$ cat config.mk
export PLATFORM = sky130hd
export DESIGN_NAME = mult_job_sequencer
export DESIGN_NICKNAME = d
export VERILOG_FILES = /design/src/rtl/mult_pkg.sv /design/src/rtl/result_fifo2.sv /design/src/rtl/mult_job_sequencer.sv
export SDC_FILE = /design/constraint.sdc
export NUM_CORES = 1
export LEC_CHECK = 0
export CORE_MARGIN = 1.5
export CORE_UTILIZATION = 46
export CTS_CLUSTER_DIAMETER = 50
export CTS_CLUSTER_SIZE = 20
export DETAILED_ROUTE_END_ITERATION = 12
export PLACE_DENSITY_LB_ADDON = 0.25
export SLEW_MARGIN = 20
export SYNTH_ARGS = -nofsm -noshare
export SYNTH_HDL_FRONTEND = slang
export SYNTH_SLANG_ARGS = --single-unit
$ cat constraint.sdc
create_clock -name clock -period 4.7 [get_ports clock]
set_input_delay 0.94 -clock clock [delete_from_list [all_inputs] [get_ports clock]]
set_output_delay 0.94 -clock clock [all_outputs]
set_load 0.005 [all_outputs]
$ cat src/rtl/mult_pkg.sv
// Shared definitions for the multiplier job sequencer.
// FSM encoding, default width and watchdog limit.
package mult_pkg;

    localparam int N_DEF = 16;
    localparam int TIMEOUT = N_DEF + 4;

    typedef enum logic [1:0] {
        IDLE  = 2'd0,
        ISSUE = 2'd1,
        WAIT  = 2'd2
    } seq_state_t;

    function automatic int timeout_of(input int n);
        return n + 4;
    endfunction

endpackage

$ cat src/rtl/result_fifo2.sv
// Two-entry first-word-fall-through FIFO.
// Push while full is accepted only alongside a pop.
module result_fifo2 #(
    parameter int W = 32
) (
    input  logic         clock,
    input  logic         Reset,
    input  logic         push,
    input  logic [W-1:0] push_data,
    input  logic         pop,
    output logic [W-1:0] head,
    output logic         full,
    output logic         empty
);

    logic [W-1:0] mem [2];
    logic         rd_ptr;
    logic         wr_ptr;
    logic [1:0]   count;
    logic         do_push;
    logic         do_pop;

    assign full    = (count == 2'd2);
    assign empty   = (count == 2'd0);
    assign do_pop  = pop && !empty;
    assign do_push = push && (!full || do_pop);
    assign head    = mem[rd_ptr];

    // pointers and occupancy
    always_ff @(posedge clock) begin
        if (!Reset) begin
            rd_ptr <= 1'b0;
            wr_ptr <= 1'b0;
            count  <= 2'd0;
        end else begin
            if (do_push) wr_ptr <= ~wr_ptr;
            if (do_pop)  rd_ptr <= ~rd_ptr;
            case ({do_push, do_pop})
                2'b10:   count <= count + 2'd1;
                2'b01:   count <= count - 2'd1;
                default: count <= count;
            endcase
        end
    end

    // storage; contents are don't-care while empty
    always_ff @(posedge clock) begin
        if (do_push) mem[wr_ptr] <= push_data;
    end

endmodule

$ cat src/rtl/mult_job_sequencer.sv
// Job front end for the shift-add multiplier.
// One job in flight, watchdog on Done, results via 2-entry FIFO.
module mult_job_sequencer
    import mult_pkg::*;
#(
    parameter int N    = N_DEF,
    parameter int TO_W = 6
) (
    input  logic           clock,
    input  logic           Reset,
    input  logic           in_valid,
    output logic           in_ready,
    input  logic [N-1:0]   in_mcand,
    input  logic [N-1:0]   in_mplier,
    output logic           mul_start,
    output logic [N-1:0]   mul_mcand,
    output logic [N-1:0]   mul_mplier,
    input  logic           mul_done,
    input  logic [2*N:0]   mul_result,
    output logic           out_valid,
    input  logic           out_ready,
    output logic [2*N-1:0] out_product,
    output logic           err_timeout
);

    localparam logic [TO_W-1:0] TMO = TO_W'(timeout_of(N));

    seq_state_t      state;
    seq_state_t      state_nxt;
    logic [TO_W-1:0] wd;
    logic            rdy_c;
    logic            start_c;
    logic            push;
    logic            tmo_hit;
    logic            accept;
    logic            pop;
    logic            fifo_full;
    logic            fifo_empty;
    logic            unused_msb;

    // the carry-out bit of the multiplier never fits the product
    assign unused_msb = mul_result[2*N];

    assign in_ready  = rdy_c & Reset;
    assign mul_start = start_c & Reset;
    assign out_valid = !fifo_empty & Reset;
    assign accept    = in_valid & in_ready;
    assign pop       = out_valid & out_ready;

    // next state; Done counts only in WAIT, stale or spurious pulses drop
    always_comb begin
        state_nxt = state;
        rdy_c     = 1'b0;
        start_c   = 1'b0;
        push      = 1'b0;
        tmo_hit   = 1'b0;
        unique case (state)
            IDLE: begin
                rdy_c = !fifo_full;
                if (in_valid && !fifo_full) state_nxt = ISSUE;
            end
            ISSUE: begin
                start_c   = 1'b1;
                state_nxt = WAIT;
            end
            WAIT: begin
                if (mul_done) begin
                    push      = 1'b1;
                    state_nxt = IDLE;
                end else if (wd == TMO) begin
                    tmo_hit   = 1'b1;
                    state_nxt = IDLE;
                end
            end
            default: state_nxt = IDLE;
        endcase
    end

    // state register
    always_ff @(posedge clock) begin
        if (!Reset) state <= IDLE;
        else        state <= state_nxt;
    end

    // watchdog counts cycles spent in WAIT
    always_ff @(posedge clock) begin
        if (!Reset)             wd <= '0;
        else if (state != WAIT) wd <= '0;
        else                    wd <= wd + 1'b1;
    end

    // sticky timeout flag
    always_ff @(posedge clock) begin
        if (!Reset)       err_timeout <= 1'b0;
        else if (tmo_hit) err_timeout <= 1'b1;
    end

    // operands held for the multiplier until the next accept
    always_ff @(posedge clock) begin
        if (!Reset) begin
            mul_mcand  <= '0;
            mul_mplier <= '0;
        end else if (accept) begin
            mul_mcand  <= in_mcand;
            mul_mplier <= in_mplier;
        end
    end

    result_fifo2 #(.W(2*N)) u_fifo (
        .clock     (clock),
        .Reset     (Reset),
        .push      (push),
        .push_data (mul_result[2*N-1:0]),
        .pop       (pop),
        .head      (out_product),
        .full      (fifo_full),
        .empty     (fifo_empty)
    );

endmodule

==> summary.md <==
| Metric | Value |
|---|---|
| Peak supply drop | 0.0001541 V |
| Gpl congestion | about 0.74 |
| Row count | 35 |
| Avg WL per Cell | 16.15 um |
| PwrDens | between 300 and 400 nW/um^2 |
| Core area | 9153 um^2 |
| Reg2reg end | mul_mcand[10]$_SDFFE_PN0P_ |
| Fin cells | 564 |
| Internal reg-to-reg setup slack | 2.60 ns |
| Vias in the first global route | 3030 |
| Avg Inst Size Synth | 13.44 um^2 |
| Setup Total Neg Slack | 0 ns |
| IO Count | 138 |
| Clock root cell | clkbuf_8 |
| R2R depth | 4 |
| Util after Layout | 0.6429 |
| FILL cells | between 700 and 800 |
| Hold Crit Class | reg2reg |
| DRT iter0 DRCs | a little over 60 |
| Predominant post-synthesis flop cell | edfxtp_1 |
| Worst slew margin | 0.3710 |
| Synth cell types | 36 |
| Via density | 5.268 |
| Tmin final | 3.513 ns |
| CTS tree | built |
| Number of synthesized flops with an enable pin | 64 |
| Clock Latency Late Sink | around 0.35 ns |
| Final Hold Fails | 0 |
| Worst path required time | 3.76 ns |
| Final wirelength | 9.110 mm |
| Reg2reg start | u_fifo.count[0]$_SDFFE_PN0P_ |
| Hold Startpoint | mul_mcand[11]$_SDFFE_PN0P_ |
| Final Max Slew Viols | 0 |
| Max stage delay on crit path | 0.70 ns |
| Seq cells post-synth | 110 |
| Period utilization | 0.7474 |
| Die area | 9940 um^2 |
| Die height | 99.70 um |
| Share of cells above drive strength 1 | 0.1788 |
| All-Layer GR Usage | 0.1874 |
| Post-synthesis cell area | 4302 um^2 |
| Chip Width | 99.70 um |
| Clk_skew | 0.009128 ns |
| First-pass detailed-route iteration total | 4 |
| # hold bufs at CTS | 0 |
| First-pass GRT wire length | 14.72 mm |
| Port-buffer cells | 136 |
| Worst Setup End Kind | output port |
| Post-DP HPWL | 5.998 mm |
| CTS Sinks | 110 |
| Syn_nets | slightly below 400 |
| Initial antenna violation count | 0 |
| WHS Path Cells | 2 |
| Antenna Nets Post-Route | 0 |
| Syn. warnings | 0 |
| Register area share after synthesis | 0.6608 |
| Final-report setup violation count | 0 |
| Leak pwr | a little over 2 nW |
| Critical-path maximum fanout | 11 |
| Worst-Margin Slew | 0.9435 ns |
| RSZ-0062 raised after global routing | no |
| # nets final | 520 |
| Async SR Flop Fraction | 0 |
| Clk slew on worst S/H paths | about 0.090 ns |
| Worst-path cell chain | clkdlybuf4s50_1, nor2b_4, nand2_1, nor2_1, clkdlybuf4s50_1 |
| Area Overhead vs Synth | 36.79% |
| CTS H-tree depth | 3 |
| # DRC | 0 |
| Post-cts sizing count | 0 |
| Setup Fix Bufs, Post-CTS | 0 |
| Outcome | finished, final reports clean |
| Most frequent CP cell | clkdlybuf4s50_1 |
| Worst Setup Start Kind | input port |
| Data arrival, critical path | 2.57 ns |
| Worst-case clock buffer depth | 2 |
| Ant. Diodes | 0 |
| Max-cap viol count | 0 |
| Hold path endpoint | mul_mcand[11]$_SDFFE_PN0P_ |
| Via count | 2971 |
| Overflow after GRT | 0 |
| Post-Place Cells | 548 |
| TritonCTS Buffers | 9 |
| Maximum number of pins on one net before global-route repair | 37 |
| Cells after Synth | 320 |
| Slowest-stage cell, CP | clkdlybuf4s50_1 |
| Starting Density | 0.4700 |
| WS Path Type | in2out |
| Maximum clock frequency | between 0.2 and 0.3 GHz |
report_power, final:
group	total [mW]	switching [mW]	internal [mW]
registers	1.06	0.0160	1.05
logic	0.211	0.0819	0.129
clock network	0.495	0.303	0.192
total	1.77	0.401	1.37
synth_stat cells, drive strengths merged, types with 2 or more instances:
cell type | instances | area share
a21oi | 3 | 0.0035
and3 | 2 | 0.0029
buf | 11 | 0.022
clkbuf | 15 | 0.013
dfxtp | 46 | 0.21
edfxtp | 64 | 0.45
ha | 2 | 0.0058
inv | 6 | 0.0052
mux2 | 32 | 0.084
mux2i | 3 | 0.0070
nand2 | 37 | 0.032
nand2b | 2 | 0.0029
nand3 | 4 | 0.0047
nand3b | 3 | 0.0052
nand4 | 32 | 0.047
nor2 | 6 | 0.0052
nor2b | 2 | 0.0047
o21a | 2 | 0.0035
o21ai | 34 | 0.065
xnor2 | 2 | 0.0041
xor2 | 2 | 0.0041
worst max path at each step:
| stage | start | to | slack (ns) | depth (start not counted) |
|---|---|---|---|---|
| finish | Reset | in_ready | 1.19 | 5 |
| global route | Reset | in_ready | 1.07 | 5 |
| CTS | Reset | in_ready | 1.18 | 5 |
| detailed placement | Reset | in_ready | 1.20 | 5 |
| global placement | Reset | in_ready | 1.23 | 5 |
| floorplan | out_ready | u_fifo.mem[1][0]$_DFFE_PP_ | 0.52 | 3 |
cells by family (layout without fill, tap and decap cells):
group	after synthesis	count (layout)	synth area share
adders and majority gates	2	2	0.005816
DFF	110	110	0.6608
muxes	35	35	0.09075
buffers and inverters	32	165	0.03985
AOI/OAI and AO/OA	44	44	0.08173
xor gates and xnor gates	4	4	0.008146
and+or+nand+nor	93	93	0.1129
final cells by class:
class,instances,area [um^2],share of cell area
Clock buffer,10,127.6,0.02169
Clock inverter,6,37.54,0.006379
Timing Repair Buffer,143,1414,0.2403
Inverter,6,22.52,0.003827
Multi-Input combinational cell,178,1301,0.2211
Sequential cell,110,2843,0.4831
Tap cell,111,138.9,0.02360
worst max-delay path, delay by kind of cell:
kind,cells,cell delay [ns]
buffers and inverters,2,1.23
AND/OR/NAND/NOR,3,0.40
registers in the layout (all words and copies together) (netlist names), named ones only:
signal,count
mul_mcand,16
u_fifo.count,2
mul_mplier,16
state,2
wd,6
u_fifo.wr_ptr,1
u_fifo.rd_ptr,1
err_timeout,1
u_fifo.mem,64
metrics by stage:
stage                     instance area [um^2]  worst slack (ns)  hold WS [ns]  total power [mW]
after floorplan                           4302            0.5209        0.4328             1.166
after global placement                    5719             1.226        0.4366             1.291
after detailed placement                  5719             1.198        0.4455             1.298
after CTS                                 5884             1.183        0.4594             1.790
after global routing                      5884             1.070        0.4797             1.848
final                                     5884             1.187        0.4594             1.770
placed cells by master (no fill, tap or decap), drive strengths merged, types with 4 or more instances in the layout:
cell           synthesis  layout
clkdlybuf4s50          0     136
edfxtp                64      64
dfxtp                 46      46
nand2                 37      37
o21ai                 34      34
nand4                 32      32
mux2                  32      32
clkbuf                15      10
buf                   11       7
inv                    6       7
nor2                   6       6
nand3                  4       4
layer usage:
layer	track usage	wire [um]	up-vias
met2	0.3124	4288	113
met1	0.2276	3983	1417
met4	0.04659	102	0
li1	-	-	1431
met5	0	0	-
met3	0.07519	736	10
Power figures use the tool's default switching activity.
